<file path="src/rtl/mp3_pkg.sv">
`default_nettype none
// ============================================================================
// Module   : mp3_pkg
// Purpose  : Shared SCI opcodes, register map, defaults and state encoding
//            for the MP3 decoder serial responder.
// Revision : 1.0 - initial release
// ============================================================================
package mp3_pkg;

  localparam logic [7:0] OP_WRITE   = 8'h02;
  localparam logic [7:0] OP_READ    = 8'h03;

  localparam logic [7:0] REG_MODE   = 8'h00;
  localparam logic [7:0] REG_BASS   = 8'h02;
  localparam logic [7:0] REG_CLOCKF = 8'h03;
  localparam logic [7:0] REG_VOL    = 8'h0B;

  localparam logic [15:0] c_modeDefault   = 16'h0800;
  localparam logic [15:0] c_bassDefault   = 16'h0000;
  localparam logic [15:0] c_clockfDefault = 16'h0000;
  localparam logic [15:0] c_volDefault    = 16'h0000;

  typedef enum logic [2:0] {
    ST_RST  = 3'd0,
    ST_BOOT = 3'd1,
    ST_IDLE = 3'd2,
    ST_SCI  = 3'd3,
    ST_SDI  = 3'd4
  } state_t;

  // Unmapped addresses read back as zero.
  function automatic logic [15:0] regRead(input logic [7:0]  addr,
                                          input logic [15:0] mode,
                                          input logic [15:0] bass,
                                          input logic [15:0] clockf,
                                          input logic [15:0] vol);
    case (addr)
      REG_MODE:   return mode;
      REG_BASS:   return bass;
      REG_CLOCKF: return clockf;
      REG_VOL:    return vol;
      default:    return 16'h0000;
    endcase
  endfunction

endpackage
`default_nettype wire

</file>
<file path="src/rtl/mp3_byte_fifo.sv">
`default_nettype none
// ============================================================================
// Module   : mp3_byte_fifo
// Purpose  : Synchronous byte FIFO with occupancy count and flush.
// Revision : 1.0 - initial release
// ============================================================================
module mp3_byte_fifo #(
  parameter int DEPTH = 64
) (
  input  logic                     clk,
  input  logic                     rst_n,
  input  logic                     i_flush,
  input  logic                     i_push,
  input  logic [7:0]               i_data,
  input  logic                     i_pop,
  output logic [7:0]               o_data,
  output logic [$clog2(DEPTH):0]   o_count,
  output logic                     o_full,
  output logic                     o_empty
);

  localparam int AW = $clog2(DEPTH);
  localparam logic [AW:0] c_depth = (AW+1)'(DEPTH);

  logic [7:0]    r_mem [DEPTH];
  logic [AW-1:0] r_wrPtr;
  logic [AW-1:0] r_rdPtr;
  logic [AW:0]   r_count;
  logic          w_doPush;
  logic          w_doPop;

  assign o_empty  = (r_count == '0);
  assign o_full   = (r_count == c_depth);
  assign w_doPop  = i_pop && !o_empty;
  // A push into a full FIFO is accepted when a pop frees the slot this cycle.
  assign w_doPush = i_push && (!o_full || w_doPop);
  assign o_count  = r_count;
  assign o_data   = o_empty ? 8'h00 : r_mem[r_rdPtr];

  always_ff @(posedge clk or negedge rst_n) begin
    if (!rst_n) begin
      r_wrPtr <= '0;
      r_rdPtr <= '0;
      r_count <= '0;
    end else if (i_flush) begin
      r_wrPtr <= '0;
      r_rdPtr <= '0;
      r_count <= '0;
    end else begin
      if (w_doPush) r_wrPtr <= r_wrPtr + 1'b1;
      if (w_doPop)  r_rdPtr <= r_rdPtr + 1'b1;
      case ({w_doPush, w_doPop})
        2'b10:   r_count <= r_count + 1'b1;
        2'b01:   r_count <= r_count - 1'b1;
        default: r_count <= r_count;
      endcase
    end
  end

  always_ff @(posedge clk) begin
    if (w_doPush && !i_flush) r_mem[r_wrPtr] <= i_data;
  end

endmodule
`default_nettype wire

</file>
<file path="src/rtl/mp3_spi_slave.sv">
`default_nettype none
// ============================================================================
// Module   : mp3_spi_slave
// Purpose  : MP3 decoder serial responder: SCI register frames, SDI audio
//            FIFO and DREQ flow control. Define MP3_SLAVE_READ_EN for SCI reads.
// Revision : 1.0 - initial release
// ============================================================================
module mp3_spi_slave
  import mp3_pkg::*;
#(
  parameter int FIFO_DEPTH  = 64,
  parameter int DREQ_ROOM   = 32,
  parameter int BOOT_CYCLES = 16
) (
  input  logic        CLK,
  input  logic        RESET_N,
  input  logic        MP3_SCLK,
  input  logic        MP3_MOSI,
  input  logic        MP3_xCS,
  input  logic        MP3_xDCS,
  input  logic        MP3_xRSET,
  output logic        MP3_MISO,
  output logic        MP3_DREQ,
  output logic [7:0]  DATA_OUT,
  output logic        DATA_VALID,
  input  logic        DATA_READY,
  output logic [15:0] MODE,
  output logic [15:0] BASS,
  output logic [15:0] CLOCKF,
  output logic [15:0] VOL,
  output logic        SCI_WR,
  output logic        OVERFLOW
);

  localparam int CW = $clog2(FIFO_DEPTH);
  localparam int BW = $clog2(BOOT_CYCLES + 1);

  logic [1:0] r_sclkSync, r_mosiSync, r_xcsSync, r_xdcsSync, r_xrsetSync;
  logic       r_sclkDly;
  logic       w_sclk, w_mosi, w_xcs, w_xdcs, w_xrset, w_rise;

  state_t         r_state;
  logic [BW-1:0]  r_bootCnt;
  logic [5:0]     r_sciCnt;
  logic [31:0]    r_sciSh;
  logic           r_sciDone;
  logic [2:0]     r_sdiCnt;
  logic [7:0]     r_sdiSh;
  logic           r_push;
  logic [7:0]     r_pushData;
  logic [15:0]    r_mode, r_bass, r_clockf, r_vol;
  logic           r_sciWr, r_overflow, r_dreq;
  logic [CW:0]    w_count;
  logic           w_full, w_empty, w_active;

  assign w_sclk  = r_sclkSync[1];
  assign w_mosi  = r_mosiSync[1];
  assign w_xcs   = r_xcsSync[1];
  assign w_xdcs  = r_xdcsSync[1];
  assign w_xrset = r_xrsetSync[1];
  assign w_rise  = w_sclk && !r_sclkDly;
  assign w_active = (r_state == ST_IDLE) || (r_state == ST_SCI) || (r_state == ST_SDI);

  always_ff @(posedge CLK or negedge RESET_N) begin
    if (!RESET_N) begin
      r_sclkSync  <= 2'b00;
      r_mosiSync  <= 2'b00;
      r_xcsSync   <= 2'b11;
      r_xdcsSync  <= 2'b11;
      r_xrsetSync <= 2'b00;
      r_sclkDly   <= 1'b0;
    end else begin
      r_sclkSync  <= {r_sclkSync[0],  MP3_SCLK};
      r_mosiSync  <= {r_mosiSync[0],  MP3_MOSI};
      r_xcsSync   <= {r_xcsSync[0],   MP3_xCS};
      r_xdcsSync  <= {r_xdcsSync[0],  MP3_xDCS};
      r_xrsetSync <= {r_xrsetSync[0], MP3_xRSET};
      r_sclkDly   <= w_sclk;
    end
  end

  always_ff @(posedge CLK or negedge RESET_N) begin
    if (!RESET_N) begin
      r_state    <= ST_RST;
      r_bootCnt  <= '0;
      r_sciCnt   <= '0;
      r_sciSh    <= '0;
      r_sciDone  <= 1'b0;
      r_sdiCnt   <= '0;
      r_sdiSh    <= '0;
      r_push     <= 1'b0;
      r_pushData <= '0;
      r_mode     <= c_modeDefault;
      r_bass     <= c_bassDefault;
      r_clockf   <= c_clockfDefault;
      r_vol      <= c_volDefault;
      r_sciWr    <= 1'b0;
      r_overflow <= 1'b0;
      r_dreq     <= 1'b0;
    end else begin
      r_sciWr   <= 1'b0;
      r_sciDone <= 1'b0;
      r_push    <= 1'b0;
      r_dreq    <= w_active && ((FIFO_DEPTH - int'(w_count)) >= DREQ_ROOM);

      case (r_state)
        ST_RST: begin
          r_mode     <= c_modeDefault;
          r_bass     <= c_bassDefault;
          r_clockf   <= c_clockfDefault;
          r_vol      <= c_volDefault;
          r_overflow <= 1'b0;
          r_bootCnt  <= '0;
          if (w_xrset) r_state <= ST_BOOT;
        end
        ST_BOOT: begin
          r_bootCnt <= r_bootCnt + 1'b1;
          if (r_bootCnt == BW'(BOOT_CYCLES - 1)) r_state <= ST_IDLE;
        end
        ST_IDLE: begin
          if (!w_xcs)       r_state <= ST_SCI;
          else if (!w_xdcs) r_state <= ST_SDI;
        end
        ST_SCI: if (w_xcs) r_state <= ST_IDLE;
        // SCI pre-empts an open SDI stream.
        ST_SDI: if (w_xdcs || !w_xcs) r_state <= ST_IDLE;
        default: r_state <= ST_RST;
      endcase
      if (!w_xrset) r_state <= ST_RST;

      if (w_xcs || r_state != ST_SCI) begin
        r_sciCnt <= '0;
      end else if (w_rise && r_sciCnt < 6'd32) begin
        r_sciSh   <= {r_sciSh[30:0], w_mosi};
        r_sciCnt  <= r_sciCnt + 1'b1;
        r_sciDone <= (r_sciCnt == 6'd31);
      end

      if (w_xdcs || r_state != ST_SDI) begin
        r_sdiCnt <= '0;
      end else if (w_rise) begin
        r_sdiSh  <= {r_sdiSh[6:0], w_mosi};
        r_sdiCnt <= r_sdiCnt + 1'b1;
        if (r_sdiCnt == 3'd7) begin
          r_push     <= 1'b1;
          r_pushData <= {r_sdiSh[6:0], w_mosi};
        end
      end

      // Commit lands one cycle after the final bit is shifted in.
      if (r_sciDone && r_state != ST_RST && r_sciSh[31:24] == OP_WRITE) begin
        case (r_sciSh[23:16])
          REG_MODE:   begin r_mode   <= r_sciSh[15:0]; r_sciWr <= 1'b1; end
          REG_BASS:   begin r_bass   <= r_sciSh[15:0]; r_sciWr <= 1'b1; end
          REG_CLOCKF: begin r_clockf <= r_sciSh[15:0]; r_sciWr <= 1'b1; end
          REG_VOL:    begin r_vol    <= r_sciSh[15:0]; r_sciWr <= 1'b1; end
          default:    r_sciWr <= 1'b0;
        endcase
      end

      if (r_push && w_full && !DATA_READY && r_state != ST_RST) r_overflow <= 1'b1;
    end
  end

  mp3_byte_fifo #(
    .DEPTH (FIFO_DEPTH)
  ) u_fifo (
    .clk     (CLK),
    .rst_n   (RESET_N),
    .i_flush (r_state == ST_RST),
    .i_push  (r_push),
    .i_data  (r_pushData),
    .i_pop   (DATA_READY),
    .o_data  (DATA_OUT),
    .o_count (w_count),
    .o_full  (w_full),
    .o_empty (w_empty)
  );

`ifdef MP3_SLAVE_READ_EN
  logic        w_fall;
  logic        r_miso;
  logic        r_rdAct;
  logic [15:0] r_misoSh;
  logic [15:0] w_rdData;

  assign w_fall   = !w_sclk && r_sclkDly;
  assign w_rdData = regRead(r_sciSh[7:0], r_mode, r_bass, r_clockf, r_vol);

  // After 16 bits the low shift-register bytes hold the opcode and address.
  always_ff @(posedge CLK or negedge RESET_N) begin
    if (!RESET_N) begin
      r_miso   <= 1'b0;
      r_rdAct  <= 1'b0;
      r_misoSh <= '0;
    end else if (w_xcs || r_state != ST_SCI) begin
      r_miso  <= 1'b0;
      r_rdAct <= 1'b0;
    end else if (w_fall) begin
      if (r_sciCnt == 6'd16) begin
        r_rdAct  <= (r_sciSh[15:8] == OP_READ);
        r_miso   <= (r_sciSh[15:8] == OP_READ) && w_rdData[15];
        r_misoSh <= {w_rdData[14:0], 1'b0};
      end else if (r_rdAct && r_sciCnt > 6'd16 && r_sciCnt < 6'd32) begin
        r_miso   <= r_misoSh[15];
        r_misoSh <= {r_misoSh[14:0], 1'b0};
      end else begin
        r_miso <= 1'b0;
      end
    end
  end

  assign MP3_MISO = r_miso;
`else
  assign MP3_MISO = 1'b0;
`endif

  assign MP3_DREQ   = r_dreq;
  assign DATA_VALID = !w_empty;
  assign MODE       = r_mode;
  assign BASS       = r_bass;
  assign CLOCKF     = r_clockf;
  assign VOL        = r_vol;
  assign SCI_WR     = r_sciWr;
  assign OVERFLOW   = r_overflow;

endmodule
`default_nettype wire
</file>
<file path="config.mk">
export PLATFORM = sky130hd
export DESIGN_NAME = mp3_spi_slave
export DESIGN_NICKNAME = d
export VERILOG_FILES = /design/src/rtl/mp3_pkg.sv /design/src/rtl/mp3_byte_fifo.sv /design/src/rtl/mp3_spi_slave.sv
export SDC_FILE = /design/constraint.sdc
export NUM_CORES = 1
export LEC_CHECK = 0
export BUFFER_PORTS_ARGS = -buffer_cell sky130_fd_sc_hd__clkbuf_2
export CORE_UTILIZATION = 30
export CTS_CLUSTER_SIZE = 10
export DETAILED_ROUTE_END_ITERATION = 8
export SYNTH_ARGS = -nofsm -noshare
export SYNTH_HDL_FRONTEND = slang
export SYNTH_HIERARCHICAL = 1
export SYNTH_SLANG_ARGS = --single-unit
</file>
<file path="constraint.sdc">
create_clock -name CLK -period 3 [get_ports CLK]
set_input_delay 0 -clock CLK [delete_from_list [all_inputs] [get_ports CLK]]
set_output_delay 0 -clock CLK [all_outputs]
set_load 0.1 [all_outputs]
</file>
==> results of run 1 <==
==> per-layer routing <==
metal | part of all wire | GRT usage
met5 | 0.00020 | 0
met1 | 0.44 | 0.189
met4 | 0.019 | 0.0371
met3 | 0.071 | 0.0367
met2 | 0.47 | 0.219
==> registers in the layout (all words and copies together) (netlist names), 8 cells and up <==
signal,count
CLOCKF,16
MODE,16
u_fifo/r_mem,512
r_sciSh,32
r_pushData,8
VOL,16
BASS,16
==> cell families after synthesis <==
group,count (synthesis),synth area share
flops,675,0.713
simple gates,287,0.0562
mux,276,0.156
compound gates,159,0.0411
buf+inv,99,0.0215
xor+xnor,19,0.00610
fa+ha+maj,13,0.00623
other cells,1,0.000137
==> where the power goes <==
| group | leakage [nW] | switching [mW] | total [mW] | internal (mW) |
|---|---|---|---|---|
| sequential | 8.18 | 0.0108 | 9.98 | 9.97 |
| combinational | 3.72 | 0.0834 | 0.114 | 0.0311 |
| clock | 1.10 | 3.65 | 8.67 | 5.02 |
==> cells in the mapped netlist, types with 16 or more instances <==
| cell type | count | area [um^2] |
|---|---|---|
| buf_2 | 16 | 80.1 |
| mux2_2 | 77 | 867 |
| clkbuf_1 | 41 | 154 |
| o22ai_1 | 17 | 106 |
| a22oi_1 | 24 | 180 |
| nand2_1 | 42 | 158 |
| a21oi_1 | 33 | 165 |
| nor2_1 | 102 | 383 |
| a22o_1 | 17 | 149 |
| mux4_2 | 85 | 1910 |
| dfrtp_1 | 158 | 3950 |
| o221ai_1 | 16 | 140 |
| edfxtp_1 | 512 | 15400 |
| nor2b_1 | 67 | 419 |
| mux2_4 | 30 | 450 |
| a211oi_1 | 24 | 180 |
| mux2i_1 | 73 | 731 |
==> what timing repair did <==
action                                  CTS  global route
hold buffers                             11             0
hold endpoints to repair                170             0
resized for setup                        87            10
cloned                                    6             1
buffers inserted                         16             1
pin swaps                                30            11
endpoints found under the setup margin    8             9
==> per-stage QoR <==
step / hold slack [ns] / power (mW) / util / setup TNS (ns) / setup slack, ns
2_1_floorplan: -0.296 / 10.2 / - / 0 / 0.0475
4_1_cts: 0.0138 / 19.0 / 0.369 / -0.177 / -0.0456
3_5_place_dp: 0.0166 / 10.3 / 0.334 / 0 / 0.194
5_1_grt: 0.0569 / 19.4 / 0.369 / -0.431 / -0.0944
6_report: 0.0742 / 18.8 / 0.369 / -0.0581 / -0.0576
3_3_place_gp: 0.00472 / 10.3 / 0.334 / 0 / 0.199
==> path summary, 6_finish.rpt <==
check                                         end              start  slack (ns)  cells past startpoint
worst min register to register     r_xrsetSync[1]     r_xrsetSync[0]        0.36                      0
worst max-delay path                  DATA_OUT[2]  u_fifo/r_rdPtr[0]       -0.06                      9
max in group asynchronous       u_fifo/r_rdPtr[1]            RESET_N        1.98                      4
worst max register to register  u_fifo/o_count[6]  u_fifo/o_count[1]        0.17                     11
worst min-delay path               r_xrsetSync[0]          MP3_xRSET        0.07                      2
min in group asynchronous                MODE[11]            RESET_N        0.49                      3
==> placed cells by master, fill, tap and decap left out, types with 22 or more instances in the layout <==
cell type / n
edfxtp_1: 512
dfrtp_1: 146
buf_4: 126
nor2_1: 100
mux4_2: 86
clkbuf_16: 82
mux2_2: 77
clkbuf_2: 74
mux2i_1: 70
nor2b_1: 65
nand2_1: 40
mux2_4: 30
buf_12: 24
clkbuf_1: 22
==> layout make-up <==
class                      count  area (um^2)  area share
sequential                   675        19500       0.586
multi-input combinational    755         7610       0.229
timing repair buffer         256         2350      0.0706
clock buffer                 103         2110      0.0635
tap                         1176         1470      0.0443
clock inverter                10          176     0.00531
inverter                      13         48.8     0.00147
antenna                        1         2.50   0.0000753
==> metrics.yaml, run 1 <==
logic_synthesis:
  ys_seq_elements: 675
  yosysWarnings: 6
  ys_async_sr_fraction: 0.241
  synth_edf_count: 512
  synthCells: 1529
  synth_ff_type: "edfxtp_1"
  avgSynthCellArea_um2: 17.9
  syn_nets: 1550
  synth_cell_types: 72
  syn_area_mm2: 0.0273
  synth-seq-area-share: 0.713
cts:
  clkTransAtPathRegs_ns: 0.05
  clockBufferDepth: 3
  cts_root_buf: "clkbuf_16"
  cts_tree: "built"
  clock-sinks: 675
  numCtsBuffers: 79
  cts.htree.levels: 3
  worstSkewPairLatency_ns: 0.62
floorplan:
  dieWidth_um: 304
  core_area_mm2: 0.0900
  start_util: 0.303
  dieArea_mm2: 0.0922
  rows: 110
  die_y_um: 304
  io_pins: 85
sta:
  min_period_ns: 3.06
  slew_headroom: 0.195
  slew_violations: 0
  tightest_slew_ns: 1.21
  skew_ns: 0.0309
  setup_viol: 2
  fmax_ghz: 0.327
  finalHoldViolCount: 0
  rsz0062_at_grt: "true"
  worst_slack_ns: -0.0576
  fin_crit_sh: 1.02
place:
  portBuffers: 83
  gp_congestion: 0.767
  dpl_cell_area_mm2: 0.0300
  hpwl_um: 38700
  place_inst: 2841
grt:
  overflow: 0
  grt_pass1_wl_um: 97700
  antenna_found_initial: 1
  grt_max_degree: 70
  grt_pass1_vias: 15400
  track_usage: 0.139
cells_and_area:
  fin_cells: 2989
  syn2layout_area_growth_pct: 21.8
  nets: 1801
  drive_above_1_share: 0.352
  design_area_mm2: 0.0332
  fillCellCount: 8331
routing:
  route.detailed.drc: 0
  ant_nets: 0
  drt_wl_total_um: 63600
  vias_per_cell: 4.89
  vias: 14600
  wl_per_cell_um: 21.3
  drt_iter0_markers: 1007
  first_pass_iters: 5
run:
  max_cap_violations: 0
critical_path:
  crit_path_max_fanout: 8
  start_kind: "flip-flop"
  slowest_delay_ns: 0.52
  cp_num_buf_inv: 5
  cp_common_cell: "buf_12"
  crit_path_top_delay_cell: "dfrtp_4"
  cp_cell_sequence: "buf_12 > buf_16 > buf_12 > buf_6 > mux4_2 > a22oi_2 > a21oi_2 > a22o_1 > buf_12"
  end_kind: "primary output"
  critPathRequiredTime_ns: 3.00
  crit_family: "buffers and inverters"
  crit_type: "flip-flop to primary output"
  cp.arrival_ns: 3.06
pwr:
  peakVddDrop_mv: 0.381
  p_per_area_mw_per_mm2: 564
  p_leak_nw: 13.0
status:
  violations: "negative setup slack"
  status: "complete, but fails checks"
hold_path:
  hold_path_class: "input pin to flip-flop"
Note: power is estimated with default switching activity, not from simulation.
==> run 2, diff against run 1 <==
==> constraint.sdc (replaced) <==
create_clock -name CLK -period 3 [get_ports CLK]
set_input_delay 0.6 -clock CLK [delete_from_list [all_inputs] [get_ports CLK]]
set_output_delay 0.6 -clock CLK [all_outputs]
set_load 0.1 [all_outputs]
==> run 2 against run 1 <==
Against the previous run:
- the run still ends with negative setup slack left
- core utilization up 0.29 points
- maximum frequency fell by 14%
- non-clock buffer count grew 15
- die area unchanged
- setup slack worse by 0.52 ns
- global-route usage about the same
- hold slack lost 0.0085 ns
- via count grew 0.81%
==> metrics.yaml, run 2 (same netlist as run 1, synthesis figures left out) <==
status:
  status: "complete, but fails checks"
  violations: "negative setup slack"
grt:
  grt_pass1_wl_um: 97600
  antenna_found_initial: 0
  grt_max_degree: 72
  grt_pass1_vias: 15300
  overflow: 0
  track_usage: 0.139
sta:
  slew_headroom: 0.503
  min_period_ns: 3.57
  rsz0062_at_grt: "true"
  worst_slack_ns: -0.574
  setup_viol: 8
  skew_ns: 0.0583
  fmax_ghz: 0.280
  whs_ns: 0.0657
  finalSetupTns_ns: -4.40
  finalHoldViolCount: 0
  slew_violations: 0
  tightest_slew_ns: 0.746
  fin_crit_sh: 1.19
cts:
  cts_root_buf: "clkbuf_16"
  numCtsBuffers: 79
  clockBufferDepth: 3
  cts.htree.levels: 3
  cts_tree: "built"
  worstSkewPairLatency_ns: 0.65
  clkTransAtPathRegs_ns: 0.06
  clock-sinks: 675
critical_path:
  crit_path_max_fanout: 8
  end_kind: "primary output"
  r2r_slack_ns: 0.13
  r2r_cells: 11
  critPathLaunch: "u_fifo/r_rdPtr[0]"
  crit_type: "flip-flop to primary output"
  start_kind: "flip-flop"
  crit_path_end: "DATA_OUT[6]"
  timing.rr.end: "u_fifo/o_count[6]"
  rr_startpoint: "u_fifo/o_count[3]"
  critPathRequiredTime_ns: 2.40
  cp.arrival_ns: 2.97
floorplan:
  dieWidth_um: 304
  dieArea_mm2: 0.0922
  die_y_um: 304
  rows: 110
  core_area_mm2: 0.0900
  io_pins: 85
  start_util: 0.303
routing:
  drt_iter0_markers: 1302
  vias: 14700
  route.detailed.drc: 0
  vias_per_cell: 4.89
  ant_nets: 0
  drt_wl_total_um: 64600
  wl_per_cell_um: 21.4
  first_pass_iters: 5
pwr:
  peakVddDrop_mv: 0.361
  p_int_mw: 15.0
  p_per_area_mw_per_mm2: 562
  pwr-share-clk: 0.465
  p_comb_frac: 0.005
  seqPwrFrac: 0.530
  p_sw_mw: 3.83
  p_leak_nw: 13.1
  total_power_mw: 18.8
  switching_share: 0.203
cells_and_area:
  final_cell_mix: "edfxtp_1, buf_4, dfrtp_1"
  largest_register_ffs: 512
  max_flop_register: "u_fifo/r_mem"
  drive_above_1_share: 0.370
  nets: 1816
  top_regs: "u_fifo/r_mem (512), r_sciSh (32)"
  final_common_cell: "edfxtp_1"
  fillCellCount: 8306
  multi_input_area_mm2: 0.00771
  n_antenna_cell: 0
  regArea_mm2: 0.0195
  syn2layout_area_growth_pct: 22.8
hold_path:
  hold_path_class: "input pin to flip-flop"
place:
  hpwl_um: 40600
  gp_congestion: 0.803
  portBuffers: 83
run:
  max_cap_violations: 0
## run 2: cell count changes in the layout (fill, tap and decap cells not counted), moves of 5 or more
| cell | before | now |
|---|---|---|
| a22o_4 | 2 | 7 |
| buf_4 | 126 | 150 |
| clkbuf_1 | 22 | 30 |
| a22oi_2 | 15 | 20 |
| a22oi_1 | 9 | 4 |
| a22o_1 | 15 | 9 |
| dlygate4sd3_1 | 10 | 1 |
## run 2: layout make-up
class | instances | area share
sequential | 675 | 0.581
inverter | 13 | 0.00153
tap | 1176 | 0.0439
clock inverter | 12 | 0.00724
multi-input combinational | 755 | 0.230
clock buffer | 110 | 0.0628
timing repair buffer | 271 | 0.0732
## run 2: how the worst min path moves through the flow
stage	start	end	slack, ns	cells past startpoint
floorplan	RESET_N	BASS[0]	0.30	0
global placement	r_mosiSync[0]	r_mosiSync[1]	0.34	0
detailed placement	r_xrsetSync[0]	r_xrsetSync[1]	0.33	0
CTS	MP3_xCS	r_xcsSync[0]	0.03	1
global route	MP3_xCS	r_xcsSync[0]	0.04	1
finish	MP3_xCS	r_xcsSync[0]	0.07	1
## run 2: power by group through the flow
stage	sequential [mW]	combinational [mW]	clock, mW
detailed placement	10.2	0.107	0
global route	9.97	0.117	9.32
floorplan	10.2	0.0381	0
CTS	9.97	0.108	8.95
finish	9.98	0.103	8.75
global placement	10.2	0.104	0
## run 2: metrics by stage
step                      setup WS, ns  cells  area (um^2)  utilization
after floorplan                 0.0475   1529        27300            -
after global placement         -0.0592   2866        30300        0.336
after detailed placement       -0.0675   2866        30300        0.336
after CTS                       -0.621   3001        33300        0.370
after global routing            -0.640   3012        33500        0.372
final                           -0.574   3012        33500        0.372
## run 2: timing repair
item / CTS / global route
endpoints found under the hold margin: 30 / 0
setup endpoints to repair: 9 / 12
setup buffers: 9 / 13
hold buffers: 1 / 0
pin swaps: 31 / 13
cloned: 7 / 0
resized for setup: 80 / 36
## run 2: critical path, cell delays in order (launching register included)
cell and delay [ns]:
dfrtp_4 0.54, buf_12 0.19, mux4_2 0.56, a22o_4 0.26
a211oi_4 0.23, a21oi_2 0.07, a22o_2 0.29, buf_12 0.18
## run 2: metal layers
layer  up-vias  share of wire  wire (um)  track usage
met1      7677           0.43      28000        0.185
met4         0          0.023       1480       0.0390
met5         -              0          0            0
li1       6487              -          -            -
met2       460           0.48      30800        0.225
met3       100          0.067       4330       0.0357
